[src/rtl/tmr_pkg.sv]
// Shared defaults and constants for the triple-modular-redundant scrub counter.
package tmr_pkg;

  localparam int unsigned DEF_WIDTH = 16;
  localparam int unsigned DEF_ERR_W = 8;

  // inj_sel code that selects no replica
  localparam logic [1:0] INJ_NONE = 2'd3;

endpackage : tmr_pkg

[src/rtl/tmr_voter.sv]
// Bitwise 2-of-3 majority vote over three replicas, with per-replica disagreement flags.
module tmr_voter #(
  parameter int unsigned WIDTH = 16
) (
  input  logic [WIDTH-1:0] r0,
  input  logic [WIDTH-1:0] r1,
  input  logic [WIDTH-1:0] r2,
  output logic [WIDTH-1:0] voted,
  output logic [2:0]       fault_vec,
  output logic             uncorrectable
);

  always_comb begin
    voted         = (r0 & r1) | (r1 & r2) | (r0 & r2);
    fault_vec     = {(r2 != voted), (r1 != voted), (r0 != voted)};
    uncorrectable = (r0 != r1) && (r1 != r2) && (r0 != r2);
  end

endmodule : tmr_voter

[src/rtl/tmr_scrub_counter.sv]
// Up/down modulo counter held in three replicas that are rewritten from the vote every cycle,
// so a single-replica upset is scrubbed at the next edge.
module tmr_scrub_counter
  import tmr_pkg::*;
#(
  parameter int unsigned     WIDTH   = DEF_WIDTH,
  parameter logic [WIDTH-1:0] MAX_VAL = {WIDTH{1'b1}},
  parameter int unsigned     ERR_W   = DEF_ERR_W
) (
  input  logic             clk,
  input  logic             rst,
  input  logic             enable,
  input  logic             up_down,
  input  logic             load,
  input  logic [WIDTH-1:0] load_val,
  input  logic             inj_en,
  input  logic [1:0]       inj_sel,
  input  logic [WIDTH-1:0] inj_mask,
  input  logic             err_clr,
  output logic [WIDTH-1:0] q_out,
  output logic             tc,
  output logic [2:0]       fault_vec,
  output logic             uncorrectable,
  output logic [ERR_W-1:0] err_count
);

  logic [WIDTH-1:0] r0, r1, r2;
  logic [WIDTH-1:0] voted;
  logic [WIDTH-1:0] nxt;
  logic [WIDTH-1:0] m0, m1, m2;
  logic             inj_on;

  tmr_voter #(.WIDTH(WIDTH)) u_voter (
    .r0            (r0),
    .r1            (r1),
    .r2            (r2),
    .voted         (voted),
    .fault_vec     (fault_vec),
    .uncorrectable (uncorrectable)
  );

  // Next value is derived from the vote only, never from a single replica.
  always_comb begin
    nxt = voted;
    if (load) begin
      nxt = load_val;
    end else if (enable && up_down) begin
      nxt = (voted >= MAX_VAL) ? '0 : voted + WIDTH'(1);
    end else if (enable) begin
      nxt = (voted == '0) ? MAX_VAL : voted - WIDTH'(1);
    end
  end

  always_comb begin
    inj_on = inj_en && (inj_sel != INJ_NONE);
    m0     = (inj_on && (inj_sel == 2'd0)) ? inj_mask : '0;
    m1     = (inj_on && (inj_sel == 2'd1)) ? inj_mask : '0;
    m2     = (inj_on && (inj_sel == 2'd2)) ? inj_mask : '0;
  end

  always_comb begin
    q_out = voted;
    tc    = enable && !load &&
            ((up_down && (voted == MAX_VAL)) || (!up_down && (voted == '0)));
  end

  // Continuous scrub: every replica is rewritten each cycle.
  always_ff @(posedge clk or posedge rst) begin
    if (rst) begin
      r0 <= '0;
      r1 <= '0;
      r2 <= '0;
    end else begin
      r0 <= nxt ^ m0;
      r1 <= nxt ^ m1;
      r2 <= nxt ^ m2;
    end
  end

  // Saturating count of cycles with any replica out of agreement; clear wins.
  always_ff @(posedge clk or posedge rst) begin
    if (rst) begin
      err_count <= '0;
    end else if (err_clr) begin
      err_count <= '0;
    end else if ((|fault_vec) && (err_count != {ERR_W{1'b1}})) begin
      err_count <= err_count + ERR_W'(1);
    end
  end

endmodule : tmr_scrub_counter

[config.mk]
export PLATFORM = sky130hd
export DESIGN_NAME = tmr_scrub_counter
export DESIGN_NICKNAME = d
export VERILOG_FILES = /design/src/rtl/tmr_pkg.sv /design/src/rtl/tmr_voter.sv /design/src/rtl/tmr_scrub_counter.sv
export SDC_FILE = /design/constraint.sdc
export NUM_CORES = 1
export LEC_CHECK = 0
export CAP_MARGIN = 0
export CORE_MARGIN = 1
export CORE_UTILIZATION = 40
export DETAILED_ROUTE_END_ITERATION = 16
export DONT_BUFFER_PORTS = 1
export MAX_ROUTING_LAYER = met4
export PLACE_DENSITY = 0.61
export SLEW_MARGIN = 15
export SYNTH_ARGS = -nofsm -noshare
export SYNTH_HDL_FRONTEND = slang
export SYNTH_HIERARCHICAL = 1
export SYNTH_SLANG_ARGS = --single-unit
export TNS_END_PERCENT = 10
[constraint.sdc]
create_clock -name clk -period 3.7 [get_ports clk]
set_input_delay 1.11 -clock clk [delete_from_list [all_inputs] [get_ports clk]]
set_output_delay 1.11 -clock clk [all_outputs]
set_load 0.01 [all_outputs]
# Yosys cells after proc, flatten, opt, wreduce, memory -nomap -nowiden
# Cells that the tools add are included.
# classes
add_sub_neg,3
magnitude_cmp,1
n_eq_ne,11
n_reduce_logical,19
muxes,10
bitwise_logic,8
# op_table
operator,n
2-to-1 mux 16 bit,8
!= test 16 bit,6
AND 16 bit,3
XOR 16 bit,3
OR 16 bit,2
adder 16 x 1 -> 16 bit (second input constant),1
equality test 16 bit (second input constant),1
greater-or-equal comparator 16 bit (second input constant),1
zero test 16 bit,1
2-to-1 mux 8 bit,2
subtractor 16 x 1 -> 16 bit (second input constant),1
logical AND 1 bit,12
adder 8 x 1 -> 8 bit (second input constant),1
!= test 8 bit (second input constant),1
OR reduction 3 bit,1
equality test 2 x 1 -> 1 bit (second input constant),1
equality test 2 bit (second input constant),1
zero test 1 bit,2
zero test 2 bit,1
!= test 2 bit (second input constant),1
nonzero test 2 bit,1
logical OR 1 bit,1
# word_totals
in_bits,41
out_inout_bits,29
wordCells,56
reg_bits,56

# Depth between registers and ports, before layout
# Gate-level depths: netlist of run 1.
# logic_depth
depth_word,9
depth_mapped,12
depth_no_buf,11

# Hierarchy
# Netlist of run 1, hierarchy kept.
# by_module_without_submodules
mod,area_per_inst_um2,seq_area_each_um2,cells_per_inst,instances
tmr_scrub_counter,3560.9,1401.3,389,1
tmr_voter,1435.1,0.0,159,1

# Least setup slack after synthesis of run 1
# Ideal clock, no wire load.
# synth_path
kind,flip-flop to output port
start,register r0[0]
end,output port tc
path_stages_with_launch,10
n_path_buf,0
path_slack_ps,214
arrival_time_ps,2376
t_required_ps,2590
cell_sequence,dfrtp_1 -> ha_1 -> nor3_2 -> inv_1 -> inv_1 -> ha_1 -> nor4b_2 -> a41oi_1 -> nor2b_2 -> and3_1
# synth_via
elab_chain_len,7
elab_cells_between_ends,10
cone_classes,eq/ne: 1; bitwise: 4; reduce/logical: 5
# synth_lines
item,line,text
start: declaration,tmr_scrub_counter.sv:27,"logic [WIDTH-1:0] r0, r1, r2;"
start signal: assignment,tmr_scrub_counter.sv:74,r0 <= nxt ^ m0;
AND 16 bit,tmr_voter.sv:14,voted = (r0 & r1) | (r1 & r2) | (r0 & r2);
OR 16 bit,tmr_voter.sv:14,
OR 16 bit (*),tmr_voter.sv:14,
via q_out[0],tmr_scrub_counter.sv:20,"output logic [WIDTH-1:0] q_out,"
equality test 16 bit / zero test 16 bit (equally long branches),tmr_scrub_counter.sv:64,((up_down && (voted == MAX_VAL)) || (!up_down && (voted == '0)));
logical AND 1 bit,tmr_scrub_counter.sv:64,
logical OR 1 bit (*),tmr_scrub_counter.sv:64,
logical AND 1 bit (*),tmr_scrub_counter.sv:63,tc = enable && !load &&
end: declaration,tmr_scrub_counter.sv:21,"output logic tc,"
# The timed path passes the listed nets; every way through them passes the cells marked *.

# Worst setup path after layout of run 1
# layout_path
start,register r1[14]
end,output port tc
# layout_via
elab_chain_len,7
elab_cells_between_ends,10
cone_classes,eq/ne: 1; bitwise: 4; reduce/logical: 5
# layout_lines
item,line,text
start: declaration,tmr_scrub_counter.sv:27,
start signal: assignment,tmr_scrub_counter.sv:75,r1 <= nxt ^ m1;
AND 16 bit,tmr_voter.sv:14,
OR 16 bit (*) (2 in series),tmr_voter.sv:14,
equality test 16 bit / zero test 16 bit (equally long branches),tmr_scrub_counter.sv:64,
logical AND 1 bit,tmr_scrub_counter.sv:64,
logical OR 1 bit (*),tmr_scrub_counter.sv:64,
logical AND 1 bit (*),tmr_scrub_counter.sv:63,
# Mark *: on every way between the ends. The rest lies on a longest branch, timed or not.

==> flow_metrics.env, run 1 <==
export IMPL_synth_top_area_frac=0.280
export IMPL_placedCellCount=722
export IMPL_globalRouteMet1Util=0.277
export IMPL_post_route_min_period_ns=3.61
export IMPL_crit_start="r1[14]"
export IMPL_cts_tree="built"
export IMPL_areaGrowthSynthToFinish_pct=12.0
export IMPL_fin_cells=729
export IMPL_critPathLaunchType="flip-flop"
export IMPL_timing_max_cap_violations=0
export IMPL_worst_hold_path_num_cells=2
export IMPL_grt_pass1_vias=4327
export IMPL_initial_core_util=0.413
export IMPL_clkLatencyLatePin_ns=0.29
export IMPL_synth_area_top_cells="dfrtp_1 (28%), xnor2_1 (14%), ha_1 (13%), xor2_1 (6.7%), nand2_1 (5.8%)"
export IMPL_drt_pass1_iterations=5
export IMPL_hpwlAfterDp_um=12000
export IMPL_p_switching_mw=1.40
export IMPL_worstMarginPinSlew_ns=0.762
export IMPL_io_pins=70
export IMPL_worst_r2r_cell_count=10
export IMPL_synth_edf_count=0
export IMPL_fmax_mhz=277
export IMPL_timing_max_slew_rel_slack=0.491
export IMPL_core_area_sq_um=12100
export IMPL_buffer_ports_inserted=0
export IMPL_dr_first_iter_drc_count=243
export IMPL_yosysWarnings=6
export IMPL_result_of_the_run="complete, no violations"
export IMPL_min_delay_worst_endpoint="err_count[5]"
export IMPL_synthArstFlopShare=1.00
export IMPL_synth_yosys_seq_area_share=0.280
export IMPL_rr_endpoint="r0[10]"
export IMPL_timing_critical_path_cells="ha_1 > nor3_2 > inv_1 > nor3_1 > a41oi_1 > nor2b_2 > and3_1"
export IMPL_p_int_mw=1.87
export IMPL_p_leak_nw=2.13
export IMPL_drc_errors=0
export IMPL_cts_made_buffers=5
export IMPL_combPwrFrac=0.552
export IMPL_synthesized_area_sq_um=5000
export IMPL_antenna_diode_count=0
export IMPL_gp_congestion=0.917
export IMPL_grt_most_used_layer="met2"
export IMPL_peakVddDrop_mv=0.189
export IMPL_floorplan_die_height_um=114
export IMPL_cp_slowest_stage_delay_ns=0.41
export IMPL_worst_setup_path_type="flip-flop to output pin"
export IMPL_cp_max_fo=6
export IMPL_synth_lib_cells_used_distinct=65
export IMPL_finalSetupViolCount=0
export IMPL_final_layout_size_suffix_gt1_frac=0.134
export IMPL_report_final_hold_viol_count=0
export IMPL_postSynthNetCount=641
export IMPL_route_antenna_remaining_nets=0
export IMPL_reg2reg_from="r2[6]"
export IMPL_cellPowerDensity_nw_per_um2=584
export IMPL_antenna_found_initial=0
export IMPL_grt_met3_usage=0.0430
export IMPL_gr_usage_met2=0.441
export IMPL_final_setup_skew_ns=0.00455
export IMPL_clockBufferDepth=2
export IMPL_seq_power_share=0.266
export IMPL_final_clock_period_utilization_by_the_worst_path=0.975
export IMPL_timing_critical_path_required_ns=2.59
export IMPL_finalWirelength_um=14800
export IMPL_critical_path_slowest_cell="dfrtp_1"
export IMPL_path_clk_slew_ns=0.07
export IMPL_routed_via_count=4168
export IMPL_worst_setup_path_end_kind="output pin"
export IMPL_postSynthAreaPerCell_sq_um=9.12
export IMPL_wire_per_inst_um=20.3
export IMPL_die_w_um=114
export IMPL_nNetsFinal=654
export IMPL_grt_pass1_wl_um=23200
export IMPL_clock_sink_count=56
export IMPL_cts_htree_levels=2
export IMPL_switching_share=0.428
export IMPL_placementRows=40
export IMPL_worst_endpoint_arrival_ns=2.50
export IMPL_regToRegSetupSlack_ns=0.46
export IMPL_overall_routing_resource_usage=0.245
export IMPL_cts_hold_repair_buffers=0
export IMPL_synth_ff_latch_count=56
export IMPL_synth_main_ff_cell="dfrtp_1"
export IMPL_synth_top_area_cell="dfrtp_1"
export IMPL_p_clk_frac=0.181
export IMPL_clk_root_buffer_cell="clkbuf_16"
export IMPL_die_area_sq_um=12900
export IMPL_rsz0062_at_grt="false"
export IMPL_setup_tns_ns=0
export IMPL_netlist_instances=548
export IMPL_total_global_routing_overflow=0
export IMPL_drt_via_density=5.72
export IMPL_hold_start="err_count[5]"
export IMPL_report_final_slew_viol_count=0
export IMPL_hold_class="flip-flop to flip-flop"
export IMPL_grt_max_degree=36
[cell usage after synthesis (2+ instances only)]
master and count:
nor4b_1 2, xnor2_1 78, clkbuf_1 10, o31ai_1 2, and3_1 6, buf_2 11, a21oi_1 5, o211ai_1 8
dfrtp_1 56, and2_1 3, a31oi_1 2, xor2_1 38, nand4_1 13, ha_1 52, nor3_2 16, o221ai_1 2
nand3_1 13, mux2i_1 4, or4_1 3, nor2_2 2, or4_4 3, a211oi_2 2, nor4_1 34, nor2_1 17
nand2b_1 2, o31a_1 3, inv_1 21, or3_1 7, a21boi_0 2, nand2_1 77, o2bb2ai_1 2, nor3_1 10
o21ai_0 7, a32oi_1 3, o22ai_1 2
[sequential cells by signal, indices dropped and copies added, names as in the netlist]
register   flops
r1            16
r0            16
err_count      8
r2            16
[placed cells by master (no fill, tap or decap), types with 7 or more instances in the layout]
cell type,instances
buf_4,29
dfrtp_1,56
ha_1,52
inv_1,19
nand2_1,77
nand3_1,13
nand4_1,13
nor2_1,17
nor3_1,10
nor3_4,10
nor4_1,32
o211ai_1,8
o21ai_0,7
or3_1,7
xnor2_1,78
xor2_1,38
[per-stage QoR]
step	util	instance area (sq um)	power, mW	setup slack (ns)	hold slack, ns
6_report	0.462	5600	3.27	0.0931	0.624
5_1_grt	0.462	5600	3.48	0.000471	0.666
4_1_cts	0.455	5510	3.20	0.00748	0.622
3_5_place_dp	0.439	5320	2.58	0.278	0.612
3_3_place_gp	0.439	5320	2.55	0.282	0.602
2_1_floorplan	-	5000	2.06	0.214	0.585
[layer usage]
layer  up-vias  part of all wire
met4         0             0.023
met3        25             0.061
met1      2022              0.41
met5         -                 0
li1       1979                 -
met2       142              0.51
[repair_timing]
item / CTS / global route
gates resized for setup: 1 / 14
buffers inserted: 0 / 0
setup endpoints to repair: 1 / 1
pin swaps: 0 / 0
[area by class of cell]
cell class                 instances  area, sq um
inverter                          21         78.8
clock inverter                     2         60.1
sequential                        56         1400
multi-input combinational        448         3500
timing repair buffer              29          218
clock buffer                       5          125
tap                              168          210
fill                            1171         6510
[power by group through the flow]
stage / Clock, mW / Combinational (mW) / Sequential (mW)
3_5_place_dp: 0 / 1.70 / 0.884
4_1_cts: 0.610 / 1.71 / 0.872
2_1_floorplan: 0 / 1.21 / 0.844
3_3_place_gp: 0 / 1.67 / 0.872
6_report: 0.592 / 1.81 / 0.870
5_1_grt: 0.630 / 1.97 / 0.886
[kinds of logic after synthesis]
group           Yosys count  share of synthesized area
flops                    56                      0.280
simple gates            220                      0.249
fa+ha+maj                52                      0.130
compound gates           55                     0.0894
mux                       5                     0.0103
buf+inv                  44                     0.0373
xor+xnor                116                      0.203
[worst max-delay path, delay by kind of cell, from the launching register on]
| kind | cells | cell delay, ns |
|---|---|---|
| buffers and inverters | 1 | 0.28 |
| DFF | 1 | 0.41 |
| adders and majority gates | 1 | 0.22 |
| and+or+nand+nor | 4 | 1.08 |
| AOI/OAI and AO/OA | 1 | 0.19 |
[worst max path at each step]
stage | end | slack (ns) | cells after the start
after floorplan | tc | 0.21 | 9
after global placement | tc | 0.28 | 7
after detailed placement | tc | 0.28 | 7
after CTS | tc | 0.007 | 7
after global routing | tc | 0.0005 | 8
final | tc | 0.09 | 7
(Power assumes the default switching activity.)
==> inputs of run 2 (changes only) <==
- SLEW_MARGIN: 15 -> 20
==> results of run 2 <==
No change in the layout: final DEF, timing and power equal those of run 1.
==> RTL change 1, RTL diff (settings of run 2) <==
The package constant `DEF_ERR_W` goes from 8 to 6.
--- a/src/rtl/tmr_pkg.sv
+++ b/src/rtl/tmr_pkg.sv
@@ -3,5 +3,5 @@
 
   localparam int unsigned DEF_WIDTH = 16;
-  localparam int unsigned DEF_ERR_W = 8;
+  localparam int unsigned DEF_ERR_W = 6;
 
   // inj_sel code that selects no replica
Ports: changed (resized err_count); port bits go from 70 to 68. The function was not compared with the original's and may differ.
==> RTL change 1 against run 2 <==
Routed wire length down 2.0%; area after synthesis down 6.5%; cell count down 5.8%; design area down 4.7%; setup slack better by 0.0033 ns; sequential cell count down 2; hold slack worse by 0.0035 ns; count of clock-buffer cells in the layout up 1; power up 9.6%; largest cell class unchanged; highest routed layer unchanged.
==> RTL change 1: results (changes against run 2) <==
Synth Area in Adders: 13.9% (was 13.0%)
share of layout cells above drive strength 1: 16.5% (was 13.4%)
Avg Vias per Cell: 5.77 (was 5.72)
first-pass GRT wire length: 22.2 mm (was 23.2 mm)
WL met2: 7.11 mm (was 7.52 mm)
met3 WL: 814 um (was 896 um)
largest fanout on the critical path: 4 (was 6)
vias in the first global route: 4115 (was 4327)
Compound-Gate Fraction of Synth Area: 8.11% (was 8.94%)
Gate power share: 60.5% (was 55.2%)
Max IR drop VDD: 0.000274 V (was 0.000189 V)
GRT met2 Usage: 43.7% (was 44.1%)
Rel. slew slack: 37.2% (was 49.1%)
Flop pwr share: 24.6% (was 26.6%)
DP Wirelength: 11.6 mm (was 12.0 mm)
clock skew: 0.00735 ns (was 0.00455 ns)
DRT Wirelength: 14.5 mm (was 14.8 mm)
gp weighted congestion: 0.942 (was 0.917)
TritonRoute pass-1 iters: 4 (was 5)
internal power: 1.98 mW (was 1.87 mW)
Mapped Nets: 603 (was 641)
met3 global-route usage: 4.53% (was 4.30%)
status: finished clean (unchanged)
Iter 0 DRT Violations: 216 (was 243)
met1 Track Usage GR: 29.8% (was 27.7%)
==> RTL change 1: worst paths after layout <==
path	to	start	cells past startpoint	slack [ns]
max reg2reg	r1[13]$_DFF_PP0_	r0[4]$_DFF_PP0_	10	0.34
min reg2reg	err_count[5]$_DFFE_PP0P_	err_count[5]$_DFFE_PP0P_	2	0.62
min	err_count[5]$_DFFE_PP0P_	err_count[5]$_DFFE_PP0P_	2	0.62
min in group asynchronous	r1[3]$_DFF_PP0_	rst	1	0.88
max in group asynchronous	r2[13]$_DFF_PP0_	rst	1	2.27
max	tc	r1[11]$_DFF_PP0_	9	0.1
==> RTL change 1: area by class of cell <==
type / instances / area (um^2)
Tap cell: 143 / 179
Multi-Input combinational cell: 411 / 3190
Fill cell: 1109 / 6080
Inverter: 22 / 83.8
Timing Repair Buffer: 49 / 368
Clock buffer: 6 / 129
Sequential cell: 54 / 1350
Clock inverter: 2 / 37.5
==> RTL change 1: metrics by stage <==
stage                     worst slack, ns  total power, mW  cells  hold WS [ns]
after detailed placement            0.307             2.98    677         0.613
after global routing               0.0174             3.81    687         0.690
after global placement              0.365             2.95    677         0.602
after CTS                          0.0436             3.54    685         0.625
after floorplan                   0.00323             2.25    510         0.585
final                              0.0964             3.58    687         0.620
==> RTL change 1: repair_timing <==
item | 4_1_cts | 5_1_grt
resized for setup | 3 | 8
buffers inserted | 0 | 2
endpoints found under the setup margin | 1 | 1
==> RTL change 1: worst max-delay path, cell delays in order (launching register included) <==
cell and delay (ns):
dfrtp_1 0.44, ha_1 0.24, nor3_2 0.29, inv_1 0.11
nor4_2 0.28, buf_4 0.17, and4_1 0.21, nor2_1 0.11
a211oi_2 0.21, buf_4 0.15
==> RTL change 2, RTL diff (config.mk and constraints of run 2) <==
Made on the original files. Register the input `load_val` before use, cleared by the reset. The logic sees it one clock later. The other inputs are not delayed to match.
--- a/src/rtl/tmr_scrub_counter.sv
+++ b/src/rtl/tmr_scrub_counter.sv
@@ -25,4 +25,14 @@
 );
 
+  logic [WIDTH-1:0] load_val_q;
+
+  always_ff @(posedge clk or posedge rst) begin
+    if (rst) begin
+      load_val_q <= '0;
+    end else begin
+      load_val_q <= load_val;
+    end
+  end
+
   logic [WIDTH-1:0] r0, r1, r2;
   logic [WIDTH-1:0] voted;
@@ -44,5 +54,5 @@
     nxt = voted;
     if (load) begin
-      nxt = load_val;
+      nxt = load_val_q;
     end else if (enable && up_down) begin
       nxt = (voted >= MAX_VAL) ? '0 : voted + WIDTH'(1);
Check against the original RTL: not equivalent (Yosys sat finds a counterexample within 4 cycles, from zero or initial values and one cycle with rst high).
==> RTL change 2 against run 2 <==
Design area is 24% higher; critical path type unchanged; routed wire length increased by 28%; global-route usage increased by 2.2 points; sequential cell count grew 16; power increased by 28%; largest power group unchanged; clock skew increased by 0.0044 ns; area after synthesis rose by 19%; maximum frequency increased by 0.31%; setup slack gained 0.011 ns; count of clock-buffer cells in the layout up 6.
==> RTL change 2: results (changes against run 2) <==
DRT Wirelength: 18.9 mm (was 14.8 mm)
switching power: 1.74 mW (was 1.40 mW)
final net count: 771 (was 654)
largest fanout on the critical path: 4 (was 6)
slowest stage delay, CP: 0.48 ns (was 0.41 ns)
Multi-Input Combinational: 512 (was 448)
gp weighted congestion: 0.982 (was 0.917)
wire per inst: 21.8 um (was 20.3 um)
Flop pwr share: 25.2% (was 26.6%)
cell total after placement: 844 (was 722)
Data buffer area share: 6.41% (was 3.89%)
leakage power: 2.82 nW (was 2.13 nW)
Resize count post-CTS: 2 (was 1)
met3 WL: 1.27 mm (was 896 um)
share of layout cells above drive strength 1: 19.5% (was 13.4%)
Netlist cell types: 70 (was 65)
clock skew: 0.00893 ns (was 0.00455 ns)
Mapped Cells: 646 (was 548)
sequential share of cell area: 26.0% (was 25.0%)
average cell area after synthesis: 9.24 um^2 (was 9.12 um^2)
vias in the first global route: 5155 (was 4327)
multi-input combinational area share: 57.9% (was 62.6%)
PD cells: 606 nW/um^2 (was 584 nW/um^2)
GRT met2 Usage: 44.1% (about the same)
Area Overhead vs Synth: 16.2% (was 12.0%)
Crit path arrival time: 2.49 ns (was 2.50 ns)
H-tree Lvls: 3 (was 2)
post-synthesis register bit count: 72 (was 56)
Post-Synth XOR/XNOR Area: 15.6% (was 20.3%)
Fillers: 1406 (was 1171)
Synth Area in Adders: 10.9% (was 13.0%)
DP Wirelength: 14.6 mm (was 12.0 mm)
Compound-Gate Fraction of Synth Area: 11.6% (was 8.94%)
area of placed instances: 6430 um^2 (was 5320 um^2)
Post-synth top cells: 72 x dfrtp_1, 72 x nand2_1, 59 x xnor2_1, 52 x ha_1, 47 x xor2_1 (was 78 x xnor2_1, 77 x nand2_1, 56 x dfrtp_1, 52 x ha_1, 38 x xor2_1)
crit path max-delay cell type: or4_4 (was dfrtp_1)
gr usage total: 26.7% (was 24.5%)
Place WS: 0.263 ns (was 0.278 ns)
first-pass GRT wire length: 28.8 mm (was 23.2 mm)
Clock-cell share: 5.00% (was 3.31%)
Mapped Nets: 739 (was 641)
TritonRoute pass-1 iters: 7 (was 5)
post-synthesis sequential area ratio: 30.2% (was 28.0%)
status: finished clean (unchanged)
[RTL change 2: changes by cell type after synthesis, moves of 6 or more]
cell / change
xnor2_1: -19
dfrtp_1: +16
a21oi_1: +14
clkbuf_1: +14
mux2i_1: +11
nand3_1: +10
nor2_1: +9
xor2_1: +9
o211ai_1: -7
o2111ai_1: +6
[RTL change 2: worst paths after layout]
check | start | endpoint | slack, ns | depth (start not counted)
worst min register to register | err_count[1]$_DFFE_PP0P_ | err_count[1]$_DFFE_PP0P_ | 0.65 | 2
worst max register to register | r2[7]$_DFF_PP0_ | r0[15]$_DFF_PP0_ | 0.43 | 9
min in group asynchronous | rst | load_val_q[6]$_DFF_PP0_ | 0.77 | 1
max in group asynchronous | rst | r1[14]$_DFF_PP0_ | 2.24 | 2
worst min-delay path | err_count[1]$_DFFE_PP0P_ | err_count[1]$_DFFE_PP0P_ | 0.65 | 2
worst max-delay path | r2[0]$_DFF_PP0_ | tc | 0.10 | 8
